## config.mk

```make
export PLATFORM = sky130hd
export DESIGN_NAME = multdiv_scoreboard
export DESIGN_NICKNAME = d
export VERILOG_FILES = /design/src/rtl/multdiv_scoreboard_pkg.sv /design/src/rtl/multdiv_sb_entry.sv /design/src/rtl/multdiv_scoreboard.sv
export SDC_FILE = /design/constraint.sdc
export NUM_CORES = 1
export LEC_CHECK = 0
export ABC_AREA = 0
export BUFFER_PORTS_ARGS = -buffer_cell sky130_fd_sc_hd__buf_4
export CAP_MARGIN = 15
export CORE_MARGIN = 1
export CORE_UTILIZATION = 25
export CTS_BUF_LIST = sky130_fd_sc_hd__clkbuf_8
export DETAILED_ROUTE_END_ITERATION = 16
export SLEW_MARGIN = 20
export SYNTH_ARGS = -nofsm -noshare
export SYNTH_HDL_FRONTEND = slang
export SYNTH_HIERARCHICAL = 1
export SYNTH_SLANG_ARGS = --single-unit
```

## constraint.sdc

```tcl
create_clock -name clock -period 2.9 [get_ports clock]
set_input_delay 0.145 -clock clock [delete_from_list [all_inputs] [get_ports clock]]
set_output_delay 0.145 -clock clock [all_outputs]
set_load 0.02 [all_outputs]
```

## src/rtl/multdiv_scoreboard_pkg.sv

```systemverilog
// Shared defaults, exception codes and entry metadata for the multdiv scoreboard.
// The exception codes match the values the exception handler expects in rstatus.
package multdiv_scoreboard_pkg;

  localparam int SB_DEPTH  = 4;
  localparam int SB_TAG_W  = 2;
  localparam int SB_DATA_W = 32;

  localparam logic [4:0] SB_EXC_REG  = 5'd30;
  localparam int         SB_EXC_MULT = 4;
  localparam int         SB_EXC_DIV  = 5;

  // Per-entry control fields. The result data is kept separately because
  // its width is a parameter of the scoreboard instance.
  typedef struct packed {
    logic       exc;
    logic       isDiv;
    logic [4:0] rd;
  } sbMeta_t;

endpackage

```

## src/rtl/multdiv_sb_entry.sv

```systemverilog
// One scoreboard slot: allocation, completion and retirement state for a
// single in-flight mult/div, plus destination-register compares.
module multdiv_sb_entry
  import multdiv_scoreboard_pkg::*;
#(
  parameter int DATA_W = SB_DATA_W
) (
  input  logic              clock,
  input  logic              reset,
  input  logic              alloc,
  input  logic [4:0]        allocRd,
  input  logic              allocIsDiv,
  input  logic              doneWr,
  input  logic              doneExc,
  input  logic [DATA_W-1:0] doneData,
  input  logic              retire,
  input  logic [4:0]        rsA,
  input  logic [4:0]        rsB,
  input  logic [4:0]        issueRd,
  output logic              valid,
  output logic              done,
  output sbMeta_t           meta,
  output logic [DATA_W-1:0] data,
  output logic              matchA,
  output logic              matchB,
  output logic              matchIssue
);

  // NOTE: the result storage is reset along with the control bits so the
  // commit outputs, which read the head slot directly, are all zero in reset.
  always_ff @(posedge clock or negedge reset) begin
    if (!reset) begin
      valid <= 1'b0;
      done  <= 1'b0;
      meta  <= '0;
      data  <= '0;
    end else begin
      if (retire) begin
        valid <= 1'b0;
      end
      // Allocation only targets a free slot and completion only a busy one,
      // so at most one of these groups fires for a given slot in a cycle.
      if (alloc) begin
        valid      <= 1'b1;
        done       <= 1'b0;
        meta.exc   <= 1'b0;
        meta.isDiv <= allocIsDiv;
        meta.rd    <= allocRd;
      end
      if (doneWr) begin
        done     <= 1'b1;
        meta.exc <= doneExc;
        data     <= doneData;
      end
    end
  end

  assign matchA     = valid && (meta.rd == rsA);
  assign matchB     = valid && (meta.rd == rsB);
  assign matchIssue = valid && (meta.rd == issueRd);

endmodule

```

## src/rtl/multdiv_scoreboard.sv

```systemverilog
// Multi-entry mult/div scoreboard: in-order commit of out-of-order results,
// RAW hazard detection for decode and WAW refusal at issue.
module multdiv_scoreboard
  import multdiv_scoreboard_pkg::*;
#(
  parameter int         DEPTH    = SB_DEPTH,
  parameter int         TAG_W    = SB_TAG_W,
  parameter int         DATA_W   = SB_DATA_W,
  parameter logic [4:0] EXC_REG  = SB_EXC_REG,
  parameter int         EXC_MULT = SB_EXC_MULT,
  parameter int         EXC_DIV  = SB_EXC_DIV
) (
  input  logic              clock,
  input  logic              reset,
  input  logic              issue_valid,
  input  logic              issue_is_div,
  input  logic [4:0]        issue_rd,
  output logic              issue_ready,
  output logic [TAG_W-1:0]  issue_tag,
  input  logic              done_valid,
  input  logic [TAG_W-1:0]  done_tag,
  input  logic [DATA_W-1:0] done_data,
  input  logic              done_exc,
  input  logic [4:0]        rs_a,
  input  logic [4:0]        rs_b,
  output logic              hazard,
  input  logic              wb_free,
  output logic              commit_valid,
  output logic [4:0]        commit_rd,
  output logic [DATA_W-1:0] commit_data,
  output logic [TAG_W:0]    pending_count,
  output logic              protocol_err
);

  localparam logic [TAG_W:0] PTR_ONE  = {{TAG_W{1'b0}}, 1'b1};
  localparam logic [TAG_W:0] FULL_CNT = (TAG_W+1)'(DEPTH);

  logic [TAG_W:0]    headPtr, tailPtr;
  logic [TAG_W-1:0]  headIdx, tailIdx;
  logic              full, doIssue, doneOk, protoErr;

  logic [DEPTH-1:0]  entValid, entDone;
  logic [DEPTH-1:0]  entMatchA, entMatchB, entMatchIssue;
  sbMeta_t           entMeta [DEPTH];
  logic [DATA_W-1:0] entData [DEPTH];

  assign headIdx = headPtr[TAG_W-1:0];
  assign tailIdx = tailPtr[TAG_W-1:0];

  assign pending_count = tailPtr - headPtr;
  assign full          = (pending_count == FULL_CNT);

  // Refusing a busy destination keeps at most one in-flight writer per
  // register. A slot freed by this cycle's commit is only visible next cycle.
  assign issue_ready = reset && !full && !((issue_rd != 5'd0) && (|entMatchIssue));
  assign issue_tag   = tailIdx;
  assign doIssue     = issue_valid && issue_ready;

  assign doneOk = done_valid && entValid[done_tag] && !entDone[done_tag];

  // Entries still committing this cycle stay visible, so decode never reads
  // the regfile in the same cycle the result is being written.
  assign hazard = ((rs_a != 5'd0) && (|entMatchA)) ||
                  ((rs_b != 5'd0) && (|entMatchB));

  assign commit_valid = entValid[headIdx] && entDone[headIdx] && wb_free;

  // NOTE: every output of a combinational block is given a default first so
  // no path through it can infer a latch.
  always_comb begin
    commit_rd   = entMeta[headIdx].rd;
    commit_data = entData[headIdx];
    if (entMeta[headIdx].exc) begin
      commit_rd   = EXC_REG;
      commit_data = entMeta[headIdx].isDiv ? DATA_W'(EXC_DIV) : DATA_W'(EXC_MULT);
    end
  end

  for (genvar i = 0; i < DEPTH; i++) begin : gEntry
    multdiv_sb_entry #(
      .DATA_W(DATA_W)
    ) uEntry (
      .clock      (clock),
      .reset      (reset),
      .alloc      (doIssue && (tailIdx == TAG_W'(i))),
      .allocRd    (issue_rd),
      .allocIsDiv (issue_is_div),
      .doneWr     (doneOk && (done_tag == TAG_W'(i))),
      .doneExc    (done_exc),
      .doneData   (done_data),
      .retire     (commit_valid && (headIdx == TAG_W'(i))),
      .rsA        (rs_a),
      .rsB        (rs_b),
      .issueRd    (issue_rd),
      .valid      (entValid[i]),
      .done       (entDone[i]),
      .meta       (entMeta[i]),
      .data       (entData[i]),
      .matchA     (entMatchA[i]),
      .matchB     (entMatchB[i]),
      .matchIssue (entMatchIssue[i])
    );
  end

  // NOTE: sequential state uses non-blocking assignments so every register
  // samples the pre-edge value of its neighbours.
  always_ff @(posedge clock or negedge reset) begin
    if (!reset) begin
      headPtr  <= '0;
      tailPtr  <= '0;
      protoErr <= 1'b0;
    end else begin
      if (doIssue) begin
        tailPtr <= tailPtr + PTR_ONE;
      end
      if (commit_valid) begin
        headPtr <= headPtr + PTR_ONE;
      end
      if (done_valid && !doneOk) begin
        protoErr <= 1'b1;
      end
    end
  end

  assign protocol_err = protoErr;

endmodule

```

==> impl_metrics.toml <==
[global_routing]
grt_pass1_wl_um = 35900
gr-total-overflow = 0
grt_use_total = 0.125
grt_antenna_before_repair = 0
grt_max_degree = 172
grt_pass1_vias = 6053

[logic_synthesis]
ys_seq_area_frac = 0.464
yosys-top-cells-area = "dfrtp_1 46%, mux2_4 18%, mux4_2 9.5%, mux2_2 5.5%, xnor2_1 4.7%"
async_reset_ff_frac = 1.00
ys_ff_latch = 171
synth_fp_nets = 682
ys.flop_type = "dfrtp_1"
yosys.cell_types.count = 49
synth_most_common_cell = "dfrtp_1"
synthCells = 616
ys_warn_count = 6
synth_edf_count = 0
syn-cell-area_mm2 = 0.00923
syn_avg_cell_area_um2 = 15.0
synth_area_leader_cell = "dfrtp_1"
synth_common_cells = "171 x dfrtp_1, 109 x mux2_4, 50 x xnor2_1, 45 x mux2_2, 39 x mux4_2"
synth_top_area_frac = 0.464

[route]
drc = 0
wl_um = 22600
ant_nets = 0
post_drt_wl_per_cell_um = 18.1
drt-pass1-iter-count = 6
num_vias = 5528
routed_via_density = 4.43
drtIter0Drc = 241

[cts]
clock_latency_ns = 0.47
cts-htree-levels = 4
clk_pin_slew_ns = 0.11
cts_tree = "done"
cts_buffer_depth = 2
clock_sinks = 171
cts_root_buffer = "clkbuf_8"
numCtsBuffers = 17

[sta]
fin_worst_skew_ns = 0.0172
fin_crit_sh = 0.924
fin_tns_setup_ns = 0
fmax_mhz = 373
finalSetupViolations = 0
relSlewSlack = 0.306
final_max_slew_viol_count = 0
hold_violations = 0
tightestPinTransition_ns = 1.04
post-route-min-period_ns = 2.68
rsz0062_at_grt = "false"

[power_and_ir_drop]
power_frac_seq = 0.329
p_switching_mw = 4.97
internal-power_mw = 8.16
p_leak_nw = 4.86
ir_worst_vdd_mv = 0.842
swShare = 0.378
power.density_mw_per_mm2 = 1170
p_clk_frac = 0.129
combPwrFrac = 0.542

[status]
status = "completed"

[cells_and_area]
post-route-cell-area_mm2 = 0.0113
drive_above_1_share = 0.465
utilization = 0.309
fill_cells = 3679
antenna_cells = 0
final_cell_count_no_fill = 1247
syn_to_final_growth_pct = 22.0
nets = 832

[critical_path]
cp.arrival_ns = 2.53
reg2reg_depth = 8
critPathRequiredTime_ns = 2.76
criticalPathCategory = "flop to output port"
crit_path_max_incr_delay_ns = 0.59
crit_fanout = 45
worstSetupEndpointType = "output port"
cp_slowest_cell = "mux4_2"
crit_path_cell_trace = "buf_6 > mux4_2 > mux2_2 > buf_4"
worstSetupStartpointType = "flop"

[die]
chipWidth_um = 194
ios = 102
die_area_mm2 = 0.0377
initial_core_util = 0.253
core_mm2 = 0.0364
floorplan.rows = 70
dieHeight_um = 194

[placement]
routabilityCongestion = 0.789
hpwl_um = 14100
placed_cell_area_mm2 = 0.0105
dp.cells = 1174
io_buffers = 101

[worst_hold_path]
hold_path.class = "primary input to flop"
hold-path-cell-count = 2

[job]
cap_violations = 0
==> placed cells by master (no fill, tap or decap), types with 6 or more instances in the layout <==
cell	n
xor2_1	14
nor3_1	12
inv_8	6
ha_1	9
xnor2_1	50
dfrtp_1	169
nor2_1	7
dlygate4sd3_1	41
nor2b_1	31
mux4_2	39
mux2_4	109
mux2_2	45
clkbuf_8	17
buf_4	120
inv_1	20
nand4_1	13
==> per-layer routing <==
metal  up-vias  GRT usage  routed length, µm
met5         -          0                  0
met4         0     0.0267                152
met3        13     0.0256                712
met2       105      0.197              10500
met1      2910      0.175              11200
li1       2500          -                  -
==> cell type report <==
| class | instances | area, µm² | area share |
|---|---|---|---|
| Multi-Input combinational cell | 389 | 4520 | 0.401 |
| Sequential cell | 171 | 4280 | 0.380 |
| Timing Repair Buffer | 167 | 1410 | 0.126 |
| Tap cell | 468 | 586 | 0.0520 |
| Clock buffer | 17 | 234 | 0.0208 |
| Clock inverter | 15 | 156 | 0.0139 |
| Inverter | 20 | 75.1 | 0.00666 |
==> state kept, by name, summed over array words and instances, names as in the netlist <==
name / cells
gEntry.uEntry/valid: 4
headPtr: 3
gEntry.uEntry/done: 4
gEntry.uEntry/meta: 28
tailPtr: 3
protocol_err: 1
gEntry.uEntry/data: 128
==> critical path, delay by kind of cell, from the launching register on <==
family                 cells  cell delay [ns]
buffers and inverters      2             0.70
flip-flops                 1             0.45
multiplexers               2             0.88
==> power groups by stage <==
stage / Sequential, mW / Clock [mW] / Combinational (mW)
floorplan: 4.18 / 0 / 4.99
CTS: 4.32 / 1.78 / 7.22
global route: 4.47 / 1.88 / 7.63
global placement: 4.31 / 0 / 7.07
finish: 4.31 / 1.70 / 7.11
detailed placement: 4.34 / 0 / 7.14
==> repair_timing <==
item,in CTS,in global routing
gates resized for setup,1,0
endpoints found under the hold margin,321,0
buffers inserted,0,0
hold buffers,41,0
endpoints found under the setup margin,6,0
==> worst paths after layout <==
path | from | endpoint | slack, ns
setup / recovery | headPtr[0] | commit_data[0] | 0.22
hold / removal | issue_rd[4] | gEntry[0].uEntry/meta[4] | 0.05
setup reg to reg | tailPtr[0] | gEntry[3].uEntry/meta[5] | 0.28
hold reg to reg | headPtr[2] | headPtr[2] | 0.49
max in group asynchronous | reset | gEntry[2].uEntry/data[18] | 1.60
min in group asynchronous | reset | gEntry[2].uEntry/meta[0] | 0.45
==> kinds of logic after synthesis <==
family	count (synthesis)	share of synthesized area
multiplexers	193	0.327
AO/OA/AOI/OAI	25	0.0201
adder cells (fa/ha/maj)	10	0.0144
AND/OR/NAND/NOR	96	0.0619
flip-flops	171	0.464
buffers and inverters	56	0.0496
XOR/XNOR	65	0.0632
==> stage by stage <==
step	power (mW)	hold WS, ns	setup WS, ns
2_1_floorplan	9.17	-0.151	0.493
6_report	13.1	0.0493	0.220
5_1_grt	14.0	0.00516	0.0466
3_3_place_gp	11.4	0.396	0.395
4_1_cts	13.3	0.00629	0.118
3_5_place_dp	11.5	0.403	0.313
Note: power is estimated with default switching activity, not from simulation.
